<file path="src/rtl/airi5c_imm_gen_pipe_pkg.sv">
// rtl/airi5c_imm_gen_pipe_pkg.sv - immediate format encodings and pipe state type
package airi5c_imm_gen_pipe_pkg;

   localparam int IMM_TYPE_WIDTH = 3;

   typedef enum logic [IMM_TYPE_WIDTH-1:0] {
      IMM_I  = 3'd0,
      IMM_S  = 3'd1,
      IMM_U  = 3'd2,
      IMM_J  = 3'd3,
      IMM_B  = 3'd4,
      IMM_Z  = 3'd5,
      IMM_SH = 3'd6
   } imm_type_e;

   // Occupancy of the output register O and the skid register K.
   typedef enum logic [1:0] {
      ST_EMPTY = 2'd0,
      ST_ONE   = 2'd1,
      ST_TWO   = 2'd2
   } pipe_state_e;

endpackage

</file>
<file path="src/rtl/airi5c_imm_gen_pipe_if.sv">
// rtl/airi5c_imm_gen_pipe_if.sv - valid/ready bundle between decode, immediate generator and operand mux
interface airi5c_imm_gen_pipe_if #(
   parameter int XLEN   = 32,
   parameter int TYPE_W = 3
) ();
   logic              in_valid;
   logic              in_ready;
   logic [31:0]       inst;
   logic [XLEN-1:0]   pc;
   logic [TYPE_W-1:0] imm_type;
   logic              out_valid;
   logic              out_ready;
   logic [XLEN-1:0]   imm;
   logic [XLEN-1:0]   target;
   logic              illegal;

   modport master (
      output in_valid, inst, pc, imm_type, out_ready,
      input  in_ready, out_valid, imm, target, illegal
   );

   modport slave (
      input  in_valid, inst, pc, imm_type, out_ready,
      output in_ready, out_valid, imm, target, illegal
   );
endinterface

</file>
<file path="src/rtl/airi5c_imm_extract.sv">
// rtl/airi5c_imm_extract.sv - combinational immediate extraction and sign/zero extension
module airi5c_imm_extract
   import airi5c_imm_gen_pipe_pkg::*;
#(
   parameter int XLEN   = 32,
   parameter int TYPE_W = IMM_TYPE_WIDTH
) (
   input  logic [31:0]       inst,
   input  logic [TYPE_W-1:0] imm_type,
   output logic [XLEN-1:0]   imm,
   output logic              illegal
);

   // The opcode field never contributes to any immediate.
   logic unused_opcode;
   assign unused_opcode = ^inst[6:0];

   logic [5:0] shamt;
   assign shamt = (XLEN == 64) ? inst[25:20] : {1'b0, inst[24:20]};

   always_comb begin
      imm     = '0;
      illegal = 1'b0;
      case (imm_type)
         TYPE_W'(IMM_I):  imm = XLEN'($signed(inst[31:20]));
         TYPE_W'(IMM_S):  imm = XLEN'($signed({inst[31:25], inst[11:7]}));
         TYPE_W'(IMM_U):  imm = XLEN'($signed({inst[31:12], 12'b0}));
         TYPE_W'(IMM_J):  imm = XLEN'($signed({inst[31], inst[19:12], inst[20], inst[30:21], 1'b0}));
         TYPE_W'(IMM_B):  imm = XLEN'($signed({inst[31], inst[7], inst[30:25], inst[11:8], 1'b0}));
         TYPE_W'(IMM_Z):  imm = XLEN'(inst[19:15]);
         TYPE_W'(IMM_SH): imm = XLEN'(shamt);
         default:         illegal = 1'b1;
      endcase
   end

endmodule

</file>
<file path="src/rtl/airi5c_imm_gen_pipe.sv">
// rtl/airi5c_imm_gen_pipe.sv - registered immediate/target generator with a 2-entry skid buffer
module airi5c_imm_gen_pipe
   import airi5c_imm_gen_pipe_pkg::*;
#(
   parameter int XLEN   = 32,
   parameter int TYPE_W = IMM_TYPE_WIDTH
) (
   input  logic                   clk,
   input  logic                   reset,
   airi5c_imm_gen_pipe_if.slave   bus
);

   logic [XLEN-1:0] ext_imm;
   logic            ext_illegal;
   logic [XLEN-1:0] ext_target;

   airi5c_imm_extract #(
      .XLEN   (XLEN),
      .TYPE_W (TYPE_W)
   ) u_extract (
      .inst     (bus.inst),
      .imm_type (bus.imm_type),
      .imm      (ext_imm),
      .illegal  (ext_illegal)
   );

   // Illegal types extract imm=0, so the target naturally falls back to pc.
   assign ext_target = bus.pc + ext_imm;

   pipe_state_e     state;
   logic            in_ready_q;
   logic            out_valid_q;
   logic [XLEN-1:0] o_imm, o_target, k_imm, k_target;
   logic            o_illegal, k_illegal;

   logic in_fire, out_fire;
   assign in_fire  = bus.in_valid & in_ready_q;
   assign out_fire = out_valid_q & bus.out_ready;

   always_ff @(posedge clk) begin
      if (reset) begin
         state       <= ST_EMPTY;
         in_ready_q  <= 1'b1;
         out_valid_q <= 1'b0;
         o_imm       <= '0;
         o_target    <= '0;
         o_illegal   <= 1'b0;
         k_imm       <= '0;
         k_target    <= '0;
         k_illegal   <= 1'b0;
      end else begin
         case (state)
            ST_EMPTY: begin
               if (in_fire) begin
                  o_imm       <= ext_imm;
                  o_target    <= ext_target;
                  o_illegal   <= ext_illegal;
                  out_valid_q <= 1'b1;
                  state       <= ST_ONE;
               end
            end
            ST_ONE: begin
               if (in_fire && out_fire) begin
                  o_imm     <= ext_imm;
                  o_target  <= ext_target;
                  o_illegal <= ext_illegal;
               end else if (in_fire) begin
                  k_imm      <= ext_imm;
                  k_target   <= ext_target;
                  k_illegal  <= ext_illegal;
                  in_ready_q <= 1'b0;
                  state      <= ST_TWO;
               end else if (out_fire) begin
                  out_valid_q <= 1'b0;
                  state       <= ST_EMPTY;
               end
            end
            ST_TWO: begin
               if (out_fire) begin
                  o_imm      <= k_imm;
                  o_target   <= k_target;
                  o_illegal  <= k_illegal;
                  k_imm      <= '0;
                  k_target   <= '0;
                  k_illegal  <= 1'b0;
                  in_ready_q <= 1'b1;
                  state      <= ST_ONE;
               end
            end
            default: begin
               state       <= ST_EMPTY;
               in_ready_q  <= 1'b1;
               out_valid_q <= 1'b0;
            end
         endcase
      end
   end

   assign bus.in_ready  = in_ready_q;
   assign bus.out_valid = out_valid_q;
   assign bus.imm       = o_imm;
   assign bus.target    = o_target;
   assign bus.illegal   = o_illegal;

endmodule
</file>
<file path="src/flat_wrapper.sv">
// flat-port wrapper written by rule: the top's interface ports become plain ports
module airi5c_imm_gen_pipe_flat import airi5c_imm_gen_pipe_pkg::*;
#(
   parameter int XLEN   = 32,
   parameter int TYPE_W = IMM_TYPE_WIDTH
)
  (clk, reset, bus_in_valid, bus_inst, bus_pc, bus_imm_type, bus_out_ready, bus_in_ready, bus_out_valid, bus_imm, bus_target, bus_illegal);
  airi5c_imm_gen_pipe_if #(.XLEN(XLEN), .TYPE_W(TYPE_W)) bus_i ();
  input  logic clk;
  input  logic reset;
  input wire logic [$bits(bus_i.in_valid)-1:0] bus_in_valid;
  input wire logic [$bits(bus_i.inst)-1:0] bus_inst;
  input wire logic [$bits(bus_i.pc)-1:0] bus_pc;
  input wire logic [$bits(bus_i.imm_type)-1:0] bus_imm_type;
  input wire logic [$bits(bus_i.out_ready)-1:0] bus_out_ready;
  output wire logic [$bits(bus_i.in_ready)-1:0] bus_in_ready;
  output wire logic [$bits(bus_i.out_valid)-1:0] bus_out_valid;
  output wire logic [$bits(bus_i.imm)-1:0] bus_imm;
  output wire logic [$bits(bus_i.target)-1:0] bus_target;
  output wire logic [$bits(bus_i.illegal)-1:0] bus_illegal;
  assign bus_i.in_valid = bus_in_valid;
  assign bus_i.inst = bus_inst;
  assign bus_i.pc = bus_pc;
  assign bus_i.imm_type = bus_imm_type;
  assign bus_i.out_ready = bus_out_ready;
  assign bus_in_ready = bus_i.in_ready;
  assign bus_out_valid = bus_i.out_valid;
  assign bus_imm = bus_i.imm;
  assign bus_target = bus_i.target;
  assign bus_illegal = bus_i.illegal;
  airi5c_imm_gen_pipe #(.XLEN(XLEN), .TYPE_W(TYPE_W)) u_core (.clk(clk), .reset(reset), .bus(bus_i));
endmodule
</file>
<file path="config.mk">
export PLATFORM = sky130hd
export DESIGN_NAME = airi5c_imm_gen_pipe_flat
export DESIGN_NICKNAME = d
export VERILOG_FILES = /design/src/rtl/airi5c_imm_gen_pipe_pkg.sv /design/src/rtl/airi5c_imm_gen_pipe_if.sv /design/src/rtl/airi5c_imm_extract.sv /design/src/rtl/airi5c_imm_gen_pipe.sv /design/src/flat_wrapper.sv
export SDC_FILE = /design/constraint.sdc
export NUM_CORES = 1
export LEC_CHECK = 0
export CORE_MARGIN = 4
export CORE_UTILIZATION = 45
export CTS_BUF_LIST = sky130_fd_sc_hd__clkbuf_8
export DETAILED_ROUTE_END_ITERATION = 10
export GPL_TIMING_DRIVEN = 1
export HOLD_SLACK_MARGIN = 0.03
export MAX_ROUTING_LAYER = met4
export PLACE_DENSITY_LB_ADDON = 0.08
export SLEW_MARGIN = 15
export SYNTH_ARGS = -nofsm -noshare
export SYNTH_HDL_FRONTEND = slang
export SYNTH_SLANG_ARGS = --single-unit
</file>
<file path="constraint.sdc">
create_clock -name clk -period 5.1 [get_ports clk]
set_input_delay 0.51 -clock clk [delete_from_list [all_inputs] [get_ports clk]]
set_output_delay 0.51 -clock clk [all_outputs]
set_load 0.01 [all_outputs]
</file>
* Word-level counts from Yosys, hierarchy flattened
Cells that the tools add are included.
** Word-level totals
- Register bits :: 134
- Input bits :: 71
- Output and inout bits :: 67
- Word-level logic and storage cells :: 77
** Cells by class
- $add $sub $neg :: 1
- Eq/ne operators :: 16
- Mux-type cells :: 36
- Bitwise gates (word level) :: 4
- Reduce and logical (&&, ||, !) cells :: 11
** Operators by type and width (count)
- $mux 32 :: 9
- $pmux 32 s7 :: 1
- $pmux 32 s3 :: 2
- $pmux 32 s2 :: 2
- $add 32x32->32 :: 1
- $reduce_and 4->1 :: 4
- $mux 1 :: 12
- $mux 2 :: 5
- $ne 2x1->1 const B :: 5
- $eq 3x3->1 const B :: 3
- $pmux 1 s3 :: 3
- $reduce_or 7->1 :: 1
- $eq 3x2->1 const B :: 2
- $pmux 2 s3 :: 1
- $reduce_and 5->1 :: 1
- $ne 2x2->1 const B :: 2
- $eq 3x1->1 const B :: 1
- $logic_not 3->1 :: 1
- $ne 3x1->1 const B :: 1
- $reduce_bool 3->1 :: 1
- $and 1x1->1 :: 2
- $eq 2x1->1 const B :: 1
- $eq 2x2->1 const B :: 1
- $logic_not 2->1 :: 1
- 4 further kinds :: 5

* Depth between registers and ports, before layout
- Word-level depth :: 6
- Gate-level depth with buffers :: 18

* Hierarchy
Synthesis repeated with hierarchy kept, for this count alone.
** Second synthesis, totals
- Cells, all modules :: 993
- Area, all modules :: 7726.2 µm²
** By module, submodules not included
- airi5c_imm_gen_pipe :: instances 1, cells an instance 907, area an instance 7221.9 µm², seq. area each 2682.6 µm²
- airi5c_imm_extract :: instances 1, cells an instance 86, area an instance 504.2 µm², seq. area each 0.0 µm²

* Worst setup path before layout
OpenSTA, ideal clock, no wires.
- Kind :: input port to flip-flop
- Start :: input port bus_imm_type[0]
- End :: register u_core.o_target[26], in the netlist u_core.bus.target[26]
- Data arrival time :: 3.629 ns
- Required time :: 4.985 ns
- Slack :: 1.357 ns
- Cell stages on the path :: 15
- Path through :: buf_6 -> clkbuf_1 -> nor3b_1 -> a21o_1 -> ha_1 -> clkbuf_1 -> o21a_1 -> o21ai_0 -> a31oi_1 -> a311o_1 -> o21bai_1 -> and3_1 -> or2_2 -> xor2_1 -> o21a_1
** Between the ends
- Cells in the longest elaborated chain, start to end :: 5
- Elaborated cells between the ends (all ways) :: 12
- Those cells by class :: add/sub: 1; eq/ne: 6; mux: 4; reduce/logical: 1
** RTL lines
- from (decl) :: line flat_wrapper.sv:14 : input wire logic [$bits(bus_i.imm_type)-1:0] bus_imm_type;
- $eq 3x3->1, or another cell as far along :: line airi5c_imm_extract.sv:24 : case (imm_type)
- $pmux 32 s7 (*) :: line airi5c_imm_extract.sv:24
- $add 32x32->32 (*) :: line airi5c_imm_gen_pipe.sv:28 : assign ext_target = bus.pc + ext_imm;
- $mux 32, on equally long branches :: line airi5c_imm_gen_pipe.sv:63, airi5c_imm_gen_pipe.sv:54
- $pmux 32 s3 (*) :: line airi5c_imm_gen_pipe.sv:52 : case (state)
- to (signal assigned) :: line airi5c_imm_gen_pipe.sv:56 : o_target <= ext_target;
- to (signal assigned) :: line airi5c_imm_gen_pipe.sv:65 : o_target <= ext_target;
- to (signal assigned) :: line airi5c_imm_gen_pipe.sv:81 : o_target <= k_target;
- to (decl) :: line airi5c_imm_gen_pipe.sv:33 : logic [XLEN-1:0] o_imm, o_target, k_imm, k_target;
Every way passes the cells marked *; elsewhere a longest branch is shown, timed or not. The select of a mux whose other input is x is not followed.
A chain may end at the register's enable or synchronous reset.

* Final worst setup path
- Start :: input port bus_imm_type[1]
- End :: register u_core.o_target[25], in the netlist u_core.bus.target[25]
Same word-level chain as after synthesis.

==> metrics <==
Post-CTS Setup Repair Bufs 0; critical path type input pin to flop; maximum VDD drop 0.000200 V; startpoint types input pin; Fin. Hold Viols 0; Pwr Total 3380 uW; synth top area cells dfxtp_1 35%, a21oi_1 9.0%, nand2_1 6.5%; CTS Root Cell clkbuf_8; PwrDens 352 nW/um^2; DRC Markers 0; Hold Crit Class flop to flop; gr busiest metal met2; count leader, synth a21oi_1; biggest area consumer among synthesized cells dfxtp_1; largest net degree at the start of global routing 84; FMAX ~240 MHz; asr flop ratio synth 0%; die width 139 um; Tcrit/Tclk final between 80% and 90%; Pleak roughly 0.0037 uW; initial core utilization a little under half; CP arrival 4530 ps; Site Rows 47; area share of the largest cell type after synthesis 34.8%; final instance area 9610 um^2; Avg Cell Area, Syn 7.68 um^2; Vias 7534; clk buf depth 2; Synth cell types 74; 1st-iter DRT viols 737; first-pass GRT wire length 36.9 mm; critical path fanouts, max 19; vias in the first global route 6707; Placer Congestion between 0.9 and 1; H-Tree Depth 4; Core ar. 16700 um^2; nets between 1000 and 1500; Routed Antenna Nets 0; WP data required 5410 ps; RSZ-0062 raised after global routing no; First-pass DRT Iterations 5; Synth Net Count 1100; total negative slack 0 ps; Die Ht 139 um; top post-synthesis cells by count 138 x a21oi_1, 134 x dfxtp_1, 134 x nand2_1; Mapped Cells 1004; GR Util met2 between 30% and 40%; Sw Share 34.3%; fraction of layout cells with a size suffix above 1 7.52%; GR Util met1 33.4%; number of top-level pins 138; Port-buffer cells 130; synth warn 0; Max Cap Viol 0; Vias/cell approximately 5.7; WL final 23.9 mm; cts hold-fix bufs 0; Clk Latency, worst-skew pair roughly 450 ps; Flop pwr share 36.4%; main flop type after synthesis dfxtp_1; # clock sinks 134; CP endpoint kind flop; global-route usage over all layers 24.5%; final core utilization between 50% and 60%; Comb pwr share 34.1%; TritonCTS Buffers 17; max-slew violation count 0; worst clock skew 8.12 ps; dpl cell area slightly above 9000 um^2; initial antenna violation count 0; Area growth syn-to-layout 24.6%; Worst Max-Slew Pin Slew approximately 970 ps; total grt overflow 0; #FFs+latches synth 134; status completed; max_slew headroom 34.5%; met3 Usage GRT ~5.5%; Filler cells 1610; NetSw 1160 uW; Seq/Total Area, Yosys around a third; Die ar. 19300 um^2; Worst-path clk slew ~70 ps; power share of the clock group 29.5%; Setup-failing EPs final 0; Cell Area, Synth 7710 um^2; drt wl/cell 18.0 um; Tmin final between 4000 and 5000 ps; TritonCTS clock tree yes; internal power approximately 2200 uW; dpl hpwl 17.4 mm; number of synthesized flops with an enable pin 0; post_cts resized 0
## cell type report
| cell class | instances | area (um^2) | area share, % |
|---|---|---|---|
| clock inverters | 13 | 206 | 2.15 |
| multi-input cells | 784 | 4720 | 49.1 |
| clock buffers | 17 | 234 | 2.44 |
| inverters | 8 | 30.0 | 0.313 |
| repair buffers | 148 | 1460 | 15.2 |
| well taps | 220 | 275 | 2.87 |
| diodes | 1 | 2.50 | 0.0260 |
| flip-flops and latches | 134 | 2680 | 27.9 |
## flip-flops by register name, summed over array words and instances, names as in the netlist
signal	cells
u_core.bus.illegal	1
u_core.bus.imm	32
u_core.bus.in_ready	1
u_core.bus.out_valid	1
u_core.bus.target	32
u_core.k_illegal	1
u_core.k_imm	32
u_core.k_target	32
u_core.state	2
## metrics by stage
step	std cells	setup slack, ps	hold WS [ps]
global placement	1294	511	428
finish	1325	883	450
global route	1324	704	459
detailed placement	1294	485	439
CTS	1324	978	435
floorplan	1004	1360	417
## layout by cell type, fill, tap and decap left out, drive strengths merged, types with 5 or more instances in the layout
master,n
clkinv,5
mux2i,8
a221oi,12
bufinv,5
clkbuf,17
inv,9
xor2,12
clkdlybuf4s50,129
nand2b,5
nand2,135
nor2,116
and2,33
nand4b,5
a22oi,10
a211oi,22
a21o,29
and3,8
a31oi,10
a21oi,138
dfxtp,134
ha,25
nor3,19
maj3,8
o31ai,5
nand3,33
o21bai,6
nand4,9
o21ai,49
xnor2,26
buf,19
## worst paths after layout
| path | start | endpoint | slack (ps) | depth (start not counted) |
|---|---|---|---|---|
| max reg2reg | u_core.bus.in_ready | u_core.bus.imm[10] | 2510 | 7 |
| min | u_core.k_target[25] | u_core.k_target[25] | 450 | 2 |
| max | bus_imm_type[1] | u_core.bus.target[25] | 880 | 15 |
| min reg2reg | u_core.k_target[25] | u_core.k_target[25] | 450 | 2 |
## critical path, cell delays in order
cell and delay (ps):
clkdlybuf4s50_1 680, buf_4 290, mux2i_1 100, buf_4 200, and2_1 200, ha_1 370, and3_1 220, o21ai_0 110
o32ai_1 160, a2111oi_2 550, nor3_2 80, a211oi_2 400, o21ai_1 150, xnor2_1 360, a221oi_1 160
## power groups by stage
stage	Sequential (uW)	Combinational [uW]	Clock, uW
floorplan	1280	657	0
global placement	1250	1140	0
detailed placement	1260	1140	0
CTS	1230	1150	1020
global route	1250	1250	1060
finish	1230	1150	999
## routing by layer
layer  vias to the layer above  wire length, um
li1                       3746                -
met1                      3510            11300
met2                       244            10600
met3                        34             1510
met4                         0              440
met5                         -                0
## kinds of logic (layout without fill, tap and decap cells)
family	count (synthesis)	in the layout	share of synthesized area (%)
flops	134	134	34.8
fa+ha+maj	33	33	5.13
simple gates	383	383	22.7
other cells	0	1	0
compound gates	319	319	26.7
mux	11	11	1.48
xor+xnor	38	38	4.66
buf+inv	86	186	4.56
Note: power is estimated with default switching activity, not from simulation.
